`src/rtl/b16_pkg.sv`:
```
// Shared constants for the b16 memory subsystem: port widths and the read-return tag.
package b16_pkg;

  localparam int unsigned AddrWDef = 16;
  localparam int unsigned DataWDef = 16;
  localparam int unsigned WrW      = 2;

  // Which port owns the read data arriving on mem_rdata this cycle.
  typedef enum logic [1:0] {
    RetNone = 2'd0,
    RetCpu  = 2'd1,
    RetDbg  = 2'd2
  } ret_tag_e;

endpackage

```
`src/rtl/dbg_pend_buf.sv`:
```
// One-entry buffer for debug strobes, with a sticky overflow flag for strobes
// that arrive while the entry is still occupied.
module dbg_pend_buf
  import b16_pkg::*;
#(
  parameter int unsigned AW = AddrWDef,
  parameter int unsigned DW = DataWDef
) (
  input  logic           clk,
  input  logic           nreset,
  input  logic           dbg_cs,
  input  logic [AW-1:0]  dbg_addr,
  input  logic           dbg_r,
  input  logic [WrW-1:0] dbg_wr,
  input  logic [DW-1:0]  dbg_wdata,
  input  logic           pop,
  output logic           pend_v,
  output logic [AW-1:0]  pend_addr,
  output logic           pend_r,
  output logic [WrW-1:0] pend_wr,
  output logic [DW-1:0]  pend_wdata,
  output logic           ovf
);

  logic           pend_v_q;
  logic [AW-1:0]  addr_q;
  logic           r_q;
  logic [WrW-1:0] wr_q;
  logic [DW-1:0]  wdata_q;
  logic           ovf_q;

  always_ff @(posedge clk) begin
    if (!nreset) begin
      pend_v_q <= 1'b0;
      addr_q   <= '0;
      r_q      <= 1'b0;
      wr_q     <= '0;
      wdata_q  <= '0;
      ovf_q    <= 1'b0;
    end else begin
      if (dbg_cs && !pend_v_q) begin
        pend_v_q <= 1'b1;
        addr_q   <= dbg_addr;
        r_q      <= dbg_r;
        wr_q     <= dbg_wr;
        wdata_q  <= dbg_wdata;
      end else if (pop) begin
        pend_v_q <= 1'b0;
      end
      // A strobe is dropped even in the cycle the entry is being granted.
      if (dbg_cs && pend_v_q) begin
        ovf_q <= 1'b1;
      end
    end
  end

  assign pend_v     = pend_v_q;
  assign pend_addr  = addr_q;
  assign pend_r     = r_q;
  assign pend_wr    = wr_q;
  assign pend_wdata = wdata_q;
  assign ovf        = ovf_q;

endmodule

```
`src/rtl/mem_arb.sv`:
```
// Two-port memory arbiter: CPU and buffered debug requests share one memory port,
// round-robin on contention, with pipelined one-cycle read returns.
module mem_arb
  import b16_pkg::*;
#(
  parameter int unsigned AW = AddrWDef,
  parameter int unsigned DW = DataWDef
) (
  input  logic           clk,
  input  logic           nreset,
  // CPU port
  input  logic           cpu_cs,
  input  logic [AW-1:0]  cpu_addr,
  input  logic           cpu_r,
  input  logic [WrW-1:0] cpu_wr,
  input  logic [DW-1:0]  cpu_wdata,
  output logic [DW-1:0]  cpu_rdata,
  output logic           cpu_ready,
  // Debug port
  input  logic           dbg_cs,
  input  logic [AW-1:0]  dbg_addr,
  input  logic           dbg_r,
  input  logic [WrW-1:0] dbg_wr,
  input  logic [DW-1:0]  dbg_wdata,
  output logic [DW-1:0]  dbg_rdata,
  output logic           dbg_rvalid,
  output logic           dbg_busy,
  output logic           dbg_ovf,
  // Memory port
  output logic           mem_cs,
  output logic [AW-1:0]  mem_addr,
  output logic           mem_r,
  output logic [WrW-1:0] mem_wr,
  output logic [DW-1:0]  mem_wdata,
  input  logic [DW-1:0]  mem_rdata
);

  logic           pend_v;
  logic [AW-1:0]  pend_addr;
  logic           pend_r;
  logic [WrW-1:0] pend_wr;
  logic [DW-1:0]  pend_wdata;

  logic           cpu_inflight;
  logic           cpu_req, dbg_req;
  logic           gnt_cpu, gnt_dbg;
  logic           prefer_dbg_q;
  ret_tag_e       ret_q, ret_d;
  logic           dbg_rvalid_q;
  logic [DW-1:0]  dbg_rdata_q;

  dbg_pend_buf #(
    .AW(AW),
    .DW(DW)
  ) u_pend (
    .clk       (clk),
    .nreset    (nreset),
    .dbg_cs    (dbg_cs),
    .dbg_addr  (dbg_addr),
    .dbg_r     (dbg_r),
    .dbg_wr    (dbg_wr),
    .dbg_wdata (dbg_wdata),
    .pop       (gnt_dbg),
    .pend_v    (pend_v),
    .pend_addr (pend_addr),
    .pend_r    (pend_r),
    .pend_wr   (pend_wr),
    .pend_wdata(pend_wdata),
    .ovf       (dbg_ovf)
  );

  // A granted CPU read is awaiting data exactly when the return tag says CPU.
  assign cpu_inflight = (ret_q == RetCpu);
  // Requests are masked during reset so the memory port stays quiet.
  assign cpu_req      = nreset && cpu_cs && !cpu_inflight;
  assign dbg_req      = nreset && pend_v;

  always_comb begin
    gnt_cpu = 1'b0;
    gnt_dbg = 1'b0;
    if (cpu_req && dbg_req) begin
      gnt_dbg = prefer_dbg_q;
      gnt_cpu = !prefer_dbg_q;
    end else begin
      gnt_cpu = cpu_req;
      gnt_dbg = dbg_req;
    end
  end

  always_comb begin
    mem_cs    = 1'b0;
    mem_addr  = '0;
    mem_r     = 1'b0;
    mem_wr    = '0;
    mem_wdata = '0;
    ret_d     = RetNone;
    if (gnt_cpu) begin
      mem_cs    = 1'b1;
      mem_addr  = cpu_addr;
      mem_r     = cpu_r;
      mem_wr    = cpu_r ? '0 : cpu_wr;
      mem_wdata = cpu_wdata;
      ret_d     = cpu_r ? RetCpu : RetNone;
    end else if (gnt_dbg) begin
      mem_cs    = 1'b1;
      mem_addr  = pend_addr;
      mem_r     = pend_r;
      mem_wr    = pend_r ? '0 : pend_wr;
      mem_wdata = pend_wdata;
      ret_d     = pend_r ? RetDbg : RetNone;
    end
  end

  always_ff @(posedge clk) begin
    if (!nreset) begin
      ret_q        <= RetNone;
      prefer_dbg_q <= 1'b1;
      dbg_rvalid_q <= 1'b0;
      dbg_rdata_q  <= '0;
    end else begin
      ret_q        <= ret_d;
      dbg_rvalid_q <= (ret_q == RetDbg);
      if (cpu_req && dbg_req) begin
        prefer_dbg_q <= gnt_cpu;
      end
      if (ret_q == RetDbg) begin
        dbg_rdata_q <= mem_rdata;
      end
    end
  end

  // Read data for a CPU that dropped cpu_cs is discarded by withholding ready.
  assign cpu_ready  = (gnt_cpu && !cpu_r) || (nreset && cpu_inflight && cpu_cs);
  assign cpu_rdata  = (nreset && cpu_inflight) ? mem_rdata : '0;
  assign dbg_rdata  = dbg_rdata_q;
  assign dbg_rvalid = dbg_rvalid_q;
  assign dbg_busy   = pend_v;

endmodule

```
`config.mk`:
```
export PLATFORM = sky130hd
export DESIGN_NAME = mem_arb
export DESIGN_NICKNAME = d
export VERILOG_FILES = /design/src/rtl/b16_pkg.sv /design/src/rtl/dbg_pend_buf.sv /design/src/rtl/mem_arb.sv
export SDC_FILE = /design/constraint.sdc
export NUM_CORES = 1
export LEC_CHECK = 0
export BUFFER_PORTS_ARGS = -buffer_cell sky130_fd_sc_hd__buf_2
export CAP_MARGIN = 20
export CORE_MARGIN = 4
export CORE_UTILIZATION = 25
export DETAILED_ROUTE_END_ITERATION = 6
export SETUP_SLACK_MARGIN = 0.05
export SLEW_MARGIN = 20
export SYNTH_ARGS = -nofsm -noshare
export SYNTH_HDL_FRONTEND = slang
export SYNTH_SLANG_ARGS = --single-unit
```
`constraint.sdc`:
```
create_clock -name clk -period 1.55 [get_ports clk]
set_clock_uncertainty 0.05 [all_clocks]
set_input_delay 0.0775 -clock clk [delete_from_list [all_inputs] [get_ports clk]]
set_output_delay 0.0775 -clock clk [all_outputs]
set_load 0.02 [all_outputs]
```
==> results of run 1 <==
## registers in the layout (all words and copies together) (netlist names)
| name | cells |
|---|---|
| dbg_rdata | 16 |
| dbg_rvalid | 1 |
| prefer_dbg_q | 1 |
| ret_q | 2 |
| u_pend.ovf | 1 |
| u_pend.pend_addr | 16 |
| u_pend.pend_r | 1 |
| u_pend.pend_v | 1 |
| u_pend.pend_wdata | 16 |
| u_pend.pend_wr | 2 |
## final timing paths
path,slack (ns),start,to
max,-0.31,prefer_dbg_q,mem_wdata[2]
min,0.002,cpu_r,ret_q[0]
max reg2reg,0.03,ret_q[0],u_pend.pend_v
min reg2reg,0.40,u_pend.pend_addr[8],u_pend.pend_addr[8]
## critical path, cell delays in order, from the launching register on
cell and delay [ns]:
dfxtp_2 0.34, a21bo_4 0.24, nor3_4 0.20, buf_12 0.15, buf_6 0.15, a22o_1 0.17, buf_4 0.14
## placed cells by master (no fill, tap or decap), types with 2 or more instances in the layout
master,instances
a22o_1,32
clkbuf_16,3
buf_4,42
a21boi_1,18
nor2b_1,2
clkbuf_1,2
dfxtp_1,54
and2_1,2
inv_1,2
nand2_1,103
and3_4,16
dfxtp_2,3
a21boi_0,33
clkbuf_8,12
buf_12,3
nand2b_1,2
dlygate4sd3_1,53
buf_6,32
buf_2,109
a32o_2,2
## cell families (layout without fill, tap and decap cells)
| logic type | Yosys count | after routing |
|---|---|---|
| AO/OA/AOI/OAI | 93 | 93 |
| buffers and inverters | 32 | 262 |
| flip-flops | 57 | 57 |
| other | 0 | 1 |
| AND/OR/NAND/NOR | 133 | 133 |
## routing by layer
layer  GRT usage [%]  wire, um
met1            15.0      3990
met2            24.9      5170
met5               0         0
met4            4.02        70
met3            5.70       746
## cell type report
class                           instances  area, um^2  share of cell area, %
Antenna cell                            1        2.50                 0.0509
Clock buffer                           14         173                   3.51
Clock inverter                          2        35.0                  0.713
Inverter                                3        11.3                  0.229
Multi-Input combinational cell        226        1480                   30.0
Sequential cell                        57        1140                   23.3
Tap cell                              136         170                   3.46
Timing Repair Buffer                  243        1900                   38.7
## where the power goes
part | total (W) | internal (W) | switching, W
combinational | 0.000801 | 0.000438 | 0.000363
sequential | 0.00157 | 0.00153 | 0.0000368
clock | 0.00145 | 0.000874 | 0.000572
## through the flow
step | setup WS [ns] | cell area [um^2] | util (%) | setup TNS [ns]
after floorplan | 0.106 | 2630 | - | 0
after global placement | 0.0279 | 3620 | 35.2 | 0
after detailed placement | -0.0251 | 3620 | 35.2 | -0.0399
after CTS | -0.256 | 4450 | 43.3 | -8.69
after global routing | -0.381 | 4910 | 47.8 | -12.71
final | -0.308 | 4910 | 47.8 | -9.73
## timing repair
action / 4_1_cts / 5_1_grt
gates resized for setup: 17 / 98
pin swaps: 1 / 23
endpoints found under the setup margin: 53 / 53
cloned: 0 / 4
endpoints found under the hold margin: 54 / 1
setup buffers: 4 / 5
==> impl_metrics.py, run 1 <==
metrics = {
    "critical_path": {
        "endpoint_kind": "output port",
        "path_class": "flop to output port",
        "reg2reg_depth": 7,
        "arrival_ns": 1.73,
        "path_max_fanout": 8,
        "start_kind": "flop",
        "required_ns": 1.42,
    },
    "logic_synthesis": {
        "synthTopCellsByCount": "103 x nand2_1, 57 x dfxtp_1, 33 x a21boi_0",
        "synthAdderAreaFrac_pct": 0,
        "yosysTopAreaCell": "dfxtp_1",
        "synth_cells": 315,
        "synth-async-reset-ratio_pct": 0,
        "synth_top_family_by_area": "compound AO/OA/AOI/OAI gates",
        "synth_ff_type": "dfxtp_1",
        "ys_seq_area_share_pct": 43.3,
        "syn_area_per_cell_um2": 8.36,
        "muxShareOfSynthArea_pct": 0,
        "yosysTopAreaCellShare_pct": 43.3,
        "ys_warn_count": 0,
        "synthDistinctLibCells": 28,
        "synth-xor-area-share_pct": 0,
        "synthSimpleGateAreaFrac_pct": 22.1,
        "synth-compound-area-share_pct": 28.3,
        "synth-edff-count": 0,
        "synth_area_leaders": "dfxtp_1 43%, nand2_1 15%, a22o_1 11%",
        "yosysMostFrequentCell": "nand2_1",
        "netlist_area_mm2": 0.00263,
        "syn_nets": 405,
        "synth_seq_cells": 57,
    },
    "die": {
        "core_mm2": 0.0103,
        "start_util_pct": 25.6,
        "dieArea_mm2": 0.0122,
        "die_w_um": 111,
        "io_pins": 162,
        "rows": 37,
        "die_h_um": 111,
    },
    "sta": {
        "worst_slack_ns": -0.308,
        "whs_ns": 0.00228,
        "finalSetupViolCount": 40,
        "grt_setup_unrepaired": "true",
        "tightest_slew_ns": 0.461,
        "layout_worst_path_cycle_share_pct": 120,
        "hold_violations": 0,
        "max-slew-margin-rel_pct": 69.3,
        "fmax_mhz": 538,
        "final_max_slew_viol_count": 0,
        "layout_min_cycle_time_ns": 1.86,
    },
    "grt": {
        "grt_pass1_wl_um": 14200,
        "first_global_vias": 2985,
        "grt_antenna_before_repair": 1,
        "grt_overflow": 0,
        "grt_max_degree": 53,
        "grt_use_total_pct": 13.9,
    },
    "cells_and_area": {
        "drive_gt1_share_pct": 43.3,
        "synthToLayoutAreaGrowth_pct": 86.6,
        "instances_no_fill": 682,
        "nets": 630,
        "num-fill-cells": 999,
    },
    "power_and_ir_drop": {
        "power_density_mw_per_mm2": 776,
        "power.total_w": 0.00381,
        "p_leak_nw": 2.23,
        "vdd.ir_drop.worst_mv": 0.335,
    },
    "cts": {
        "cts_tree": "done",
        "clk_latency_ns": 0.33,
        "numCtsBuffers": 9,
        "postCtsHoldBufs": 53,
        "h-tree-depth": 3,
        "clkSlewWorstSetupHoldPaths_ns": 0.07,
        "cts_buffer_depth": 2,
        "cts-root-buf": "clkbuf_8",
        "cts_sinks": 57,
    },
    "route": {
        "via_per_inst": 4.52,
        "drt_first_iter_violations": 114,
        "drc": 0,
        "routedWlPerCell_um": 14.6,
        "antenna_left": 0,
        "vias": 3083,
        "drt_first_pass_iters": 4,
        "wl_um": 9980,
    },
    "placed_design": {
        "place.gp.congestion": 0.789,
        "io_buffers": 161,
        "hpwlAfterDp_um": 6130,
        "dpl.cell_count": 600,
    },
    "min_path": {
        "min-delay-path-class": "input pin to flop",
        "whs_path_depth": 3,
    },
    "run_status": {
        "violations": "negative setup slack",
        "status": "finished with violations",
    },
    "flow_run": {
        "max-cap-violations": 0,
    },
}
No activity file was read; power rests on OpenSTA's default activity.
==> inputs of run 2 (changes only) <==
- SKIP_CTS_REPAIR_TIMING: unset -> 1
==> run 2 against run 1 <==
Via count shrank 2.0%; final area fell by 2.4%; highest routed layer unchanged; fmax is 0.65% higher; largest power group unchanged; worst setup slack better by 0.012 ns; sequential power about the same; the flow finishes with violations (negative hold slack, negative setup slack); register-to-register slack improved by 0.17 ns.
==> impl_metrics.py, run 2 (same netlist as run 1, synthesis figures left out) <==
metrics = {
    "cells_and_area": {
        "num-fill-cells": 1002,
        "synthToLayoutAreaGrowth_pct": 82.2,
        "final_cell_mix": "110 x buf_2, 103 x nand2_1, 53 x dfxtp_1",
        "drive_gt1_share_pct": 40.3,
        "final_common_cell": "buf_2",
        "fin_util_pct": 46.7,
        "nets": 624,
        "multi_input_area_mm2": 0.00140,
        "regArea_mm2": 0.00115,
    },
    "grt": {
        "grt_antenna_before_repair": 1,
        "first_global_vias": 2664,
        "grt_use_total_pct": 12.6,
        "grt_pass1_wl_um": 12800,
        "grt_max_degree": 53,
        "grt_overflow": 0,
    },
    "sta": {
        "setup_tns_ns": -8.93,
        "layout_worst_path_cycle_share_pct": 119,
        "hold_violations": 2,
        "grt_setup_unrepaired": "true",
        "tightest_slew_ns": 0.425,
        "max-slew-margin-rel_pct": 71.7,
        "layout_min_cycle_time_ns": 1.85,
        "final_max_slew_viol_count": 0,
        "finalSetupViolCount": 37,
        "worst_slack_ns": -0.296,
        "whs_ns": -0.0207,
        "fmax_mhz": 542,
    },
    "route": {
        "drt_first_iter_violations": 140,
        "routedWlPerCell_um": 14.3,
        "wl_um": 9650,
        "drt_first_pass_iters": 4,
        "antenna_left": 0,
        "drc": 0,
        "via_per_inst": 4.47,
        "vias": 3020,
    },
    "die": {
        "die_w_um": 111,
        "die_h_um": 111,
        "rows": 37,
        "core_mm2": 0.0103,
        "dieArea_mm2": 0.0122,
        "io_pins": 162,
        "start_util_pct": 25.6,
    },
    "critical_path": {
        "path_class": "flop to output port",
        "path_max_fanout": 8,
        "endpoint_kind": "output port",
        "worstPathCellList": "nor2b_4, buf_6, nor3_4, buf_12, buf_6, a22o_1, buf_4",
        "critical_path.slowest_cell": "dfxtp_2",
        "required_ns": 1.42,
        "cp_slowest_stage_delay_ns": 0.33,
        "cp_common_cell": "buf_6",
        "start_kind": "flop",
        "arrival_ns": 1.72,
    },
    "placed_design": {
        "place.gp.congestion": 0.789,
        "hpwlAfterDp_um": 6130,
        "io_buffers": 161,
    },
    "cts": {
        "cts-root-buf": "clkbuf_8",
        "cts_sinks": 57,
        "cts_tree": "done",
        "numCtsBuffers": 9,
        "cts_buffer_depth": 2,
        "clkSlewWorstSetupHoldPaths_ns": 0.06,
        "clk_latency_ns": 0.32,
        "h-tree-depth": 3,
    },
    "power_and_ir_drop": {
        "vdd.ir_drop.worst_mv": 0.333,
        "seqPwrFrac_pct": 41.3,
        "switching_share_pct": 25.3,
        "p_int_w": 0.00283,
        "p_comb_share_pct": 20.7,
        "power.switching_w": 0.000958,
        "pwr-share-clk_pct": 37.9,
        "p_leak_nw": 2.22,
        "power_density_mw_per_mm2": 790,
    },
    "flow_run": {
        "max-cap-violations": 0,
    },
    "run_status": {
        "violations": "negative hold slack, negative setup slack",
        "status": "finished with violations",
    },
    "min_path": {
        "min-delay-path-class": "input pin to flop",
    },
}
run 2: changes by cell type in the layout (fill, tap and decap cells not counted), sizes merged:
| cell | previous run | this run |
|---|---|---|
| clkbuf | 17 | 16 |
| buf | 187 | 183 |
| dlygate4sd3 | 53 | 52 |
run 2: metrics by stage:
stage | std cells | setup slack (ns) | hold WS (ns) | instance area, um^2 | total power [W]
final | 676 | -0.296 | -0.0207 | 4800 | 0.00379
after global routing | 676 | -0.357 | -0.0283 | 4800 | 0.00399
after CTS | 616 | -0.395 | -0.0972 | 3820 | 0.00364
after detailed placement | 600 | -0.0251 | 0.263 | 3620 | 0.00216
after global placement | 600 | 0.0279 | 0.254 | 3620 | 0.00215
after floorplan | 315 | 0.106 | 0.157 | 2630 | 0.00190
run 2: cell type report:
type	instances	area share, %
timing repair buffer	237	38.7
clock inverter	2	0.730
tap	136	3.55
multi-input combinational	226	29.2
inverter	3	0.235
sequential	57	23.9
antenna	1	0.0522
clock buffer	14	3.60
run 2: power groups by stage:
| stage | Clock [W] | Sequential (W) | Combinational (W) |
|---|---|---|---|
| global placement | 0 | 0.00159 | 0.000552 |
| finish | 0.00144 | 0.00157 | 0.000786 |
| floorplan | 0 | 0.00159 | 0.000311 |
| detailed placement | 0 | 0.00160 | 0.000561 |
| CTS | 0.00151 | 0.00156 | 0.000562 |
| global route | 0.00157 | 0.00157 | 0.000848 |
run 2: per-layer routing:
layer,global-route usage [%],up-vias,part of all wire [%]
met5,0,-,0
met4,3.94,0,0.95
met3,6.08,12,7.3
met2,21.3,116,51
met1,13.8,1374,40
li1,-,1518,-
run 2: final timing paths:
path	from	end	slack, ns	cells past startpoint
setup / recovery	ret_q[0]	mem_wdata[2]	-0.30	7
hold / removal	mem_rdata[8]	dbg_rdata[8]	-0.02	3
hold reg to reg	u_pend.pend_addr[8]	u_pend.pend_addr[8]	0.40	2
setup reg to reg	ret_q[0]	u_pend.pend_v	0.20	5
run 2: worst max-delay path, delay by kind of cell (launching register included):
kind	cells	cell delay (ns)
AND/OR/NAND/NOR	2	0.23
flip-flops	1	0.33
AO/OA/AOI/OAI	1	0.24
buffers and inverters	4	0.58
==> inputs of run 3 (changes only) <==
- clock period: 1.55 -> 2.35 ns (I/O delays scaled with it)
==> run 3 against run 2 <==
The run ends with negative hold slack left; critical path depth fell by 2; utilization fell by 6.1 points; global-route usage rose by 0.66 points; largest cell class is now multi-input combinational cells; largest power group unchanged.
==> impl_metrics.py, run 3 (same netlist as run 1, synthesis figures left out) <==
metrics = {
    "power_and_ir_drop": {
        "pwr-share-clk_pct": 35.9,
        "seqPwrFrac_pct": 45.8,
        "p_comb_share_pct": 18.3,
        "power.switching_w": 0.000634,
        "power_density_mw_per_mm2": 542,
        "switching_share_pct": 28.1,
        "p_leak_nw": 2.03,
        "p_int_w": 0.00162,
        "power.total_w": 0.00226,
        "vdd.ir_drop.worst_mv": 0.237,
    },
    "sta": {
        "whs_ns": -0.0185,
        "fmax_mhz": 496,
        "layout_min_cycle_time_ns": 2.02,
        "final_max_slew_viol_count": 0,
        "layout_worst_path_cycle_share_pct": 85.8,
        "hold_violations": 7,
        "tightest_slew_ns": 0.657,
        "finalSetupViolCount": 0,
        "grt_setup_unrepaired": "false",
        "max-slew-margin-rel_pct": 56.2,
        "setup_tns_ns": 0,
    },
    "critical_path": {
        "path_max_fanout": 29,
        "start_kind": "flop",
        "path_class": "flop to output port",
        "required_ns": 2.18,
        "timing.rr.start": "u_pend.pend_v",
        "arrival_ns": 1.85,
        "endpoint_kind": "output port",
        "cp-startpoint": "ret_q[0]",
    },
    "cts": {
        "numCtsBuffers": 9,
        "cts-root-buf": "clkbuf_8",
        "cts_sinks": 57,
        "cts_buffer_depth": 2,
        "cts_tree": "done",
        "clkSlewWorstSetupHoldPaths_ns": 0.07,
        "h-tree-depth": 3,
        "clk_latency_ns": 0.34,
    },
    "grt": {
        "first_global_vias": 2707,
        "grt_use_total_pct": 13.2,
        "grt_max_degree": 64,
        "grt_pass1_wl_um": 13200,
        "grt_antenna_before_repair": 2,
        "grt_overflow": 0,
    },
    "route": {
        "drt_first_iter_violations": 121,
        "routedWlPerCell_um": 13.5,
        "vias": 2898,
        "drc": 0,
        "wl_um": 8850,
        "via_per_inst": 4.42,
        "drt_first_pass_iters": 4,
        "antenna_left": 0,
    },
    "flow_run": {
        "max-cap-violations": 0,
    },
    "placed_design": {
        "hpwlAfterDp_um": 6070,
        "place.gp.congestion": 0.746,
        "io_buffers": 161,
    },
    "run_status": {
        "violations": "negative hold slack",
        "status": "finished with violations",
    },
    "cells_and_area": {
        "drive_gt1_share_pct": 37.1,
        "fin_util_pct": 40.5,
        "final_common_cell": "buf_2",
        "final_cell_mix": "161 x buf_2, 103 x nand2_1, 57 x dfxtp_1",
        "nets": 603,
        "synthToLayoutAreaGrowth_pct": 58.2,
    },
    "die": {
        "rows": 37,
        "die_w_um": 111,
        "start_util_pct": 25.6,
        "die_h_um": 111,
        "dieArea_mm2": 0.0122,
        "core_mm2": 0.0103,
        "io_pins": 162,
    },
    "min_path": {
        "min-delay-start": "dbg_wdata[13]",
        "min-delay-path-class": "input pin to flop",
    },
}
-- run 3: changes by cell type in the layout (fill, tap and decap cells not counted), moves of 3 or more --
cell           change
dfxtp_1            +4
dlygate4sd3_1      -7
dfxtp_2            -4
buf_12             -3
and3_4             -3
buf_6             -40
buf_2             +51
and3_1             +3
buf_4             -20
-- run 3: per-layer routing --
metal / vias up / wire length, um / part of all wire (%) / global-route usage, %
met2: 112 / 4210 / 48 / 21.9
met4: 2 / 115 / 1.3 / 3.45
met3: 14 / 715 / 8.1 / 6.90
met5: - / 13 / 0.15 / 0
met1: 1292 / 3790 / 43 / 15.0
li1: 1478 / - / - / -
-- run 3: critical path: stages (launching register included) --
cell and delay, ns:
dfxtp_1 0.35, nor2b_4 0.24, o311a_1 0.21, buf_4 0.32, a32o_1 0.22, buf_2 0.16
-- run 3: cell type report --
cell class	count	area, um^2
multi-input combinational	226	1340
clock buffer	11	141
tap	136	170
sequential	57	1140
fill	1076	6110
antenna	1	2.50
inverter	3	11.3
clock inverter	5	31.3
timing repair buffer	216	1330
-- run 3: stage by stage --
| stage | setup slack, ns | cell area (um^2) | instances |
|---|---|---|---|
| finish | 0.334 | 4160 | 655 |
| CTS | 0.291 | 3710 | 609 |
| global placement | 0.703 | 3540 | 593 |
| floorplan | 0.866 | 2630 | 315 |
| global route | 0.173 | 4160 | 655 |
| detailed placement | 0.673 | 3540 | 593 |
-- run 3: path summary, 6_finish.rpt --
| path | endpoint | slack (ns) | cells after the start |
|---|---|---|---|
| worst max-delay path | mem_wr[1] | 0.33 | 5 |
| worst min-delay path | u_pend.pend_wdata[13] | -0.02 | 3 |
| worst max register to register | u_pend.pend_wdata[12] | 0.78 | 4 |
| worst min register to register | u_pend.pend_addr[8] | 0.40 | 2 |
-- run 3: power by group through the flow --
stage / clock [W] / sequential [W] / combinational [W]
after floorplan: 0 / 0.00105 / 0.000205
after global placement: 0 / 0.00105 / 0.000350
after detailed placement: 0 / 0.00105 / 0.000356
after CTS: 0.000849 / 0.00103 / 0.000356
after global routing: 0.000898 / 0.00104 / 0.000458
final: 0.000810 / 0.00103 / 0.000413
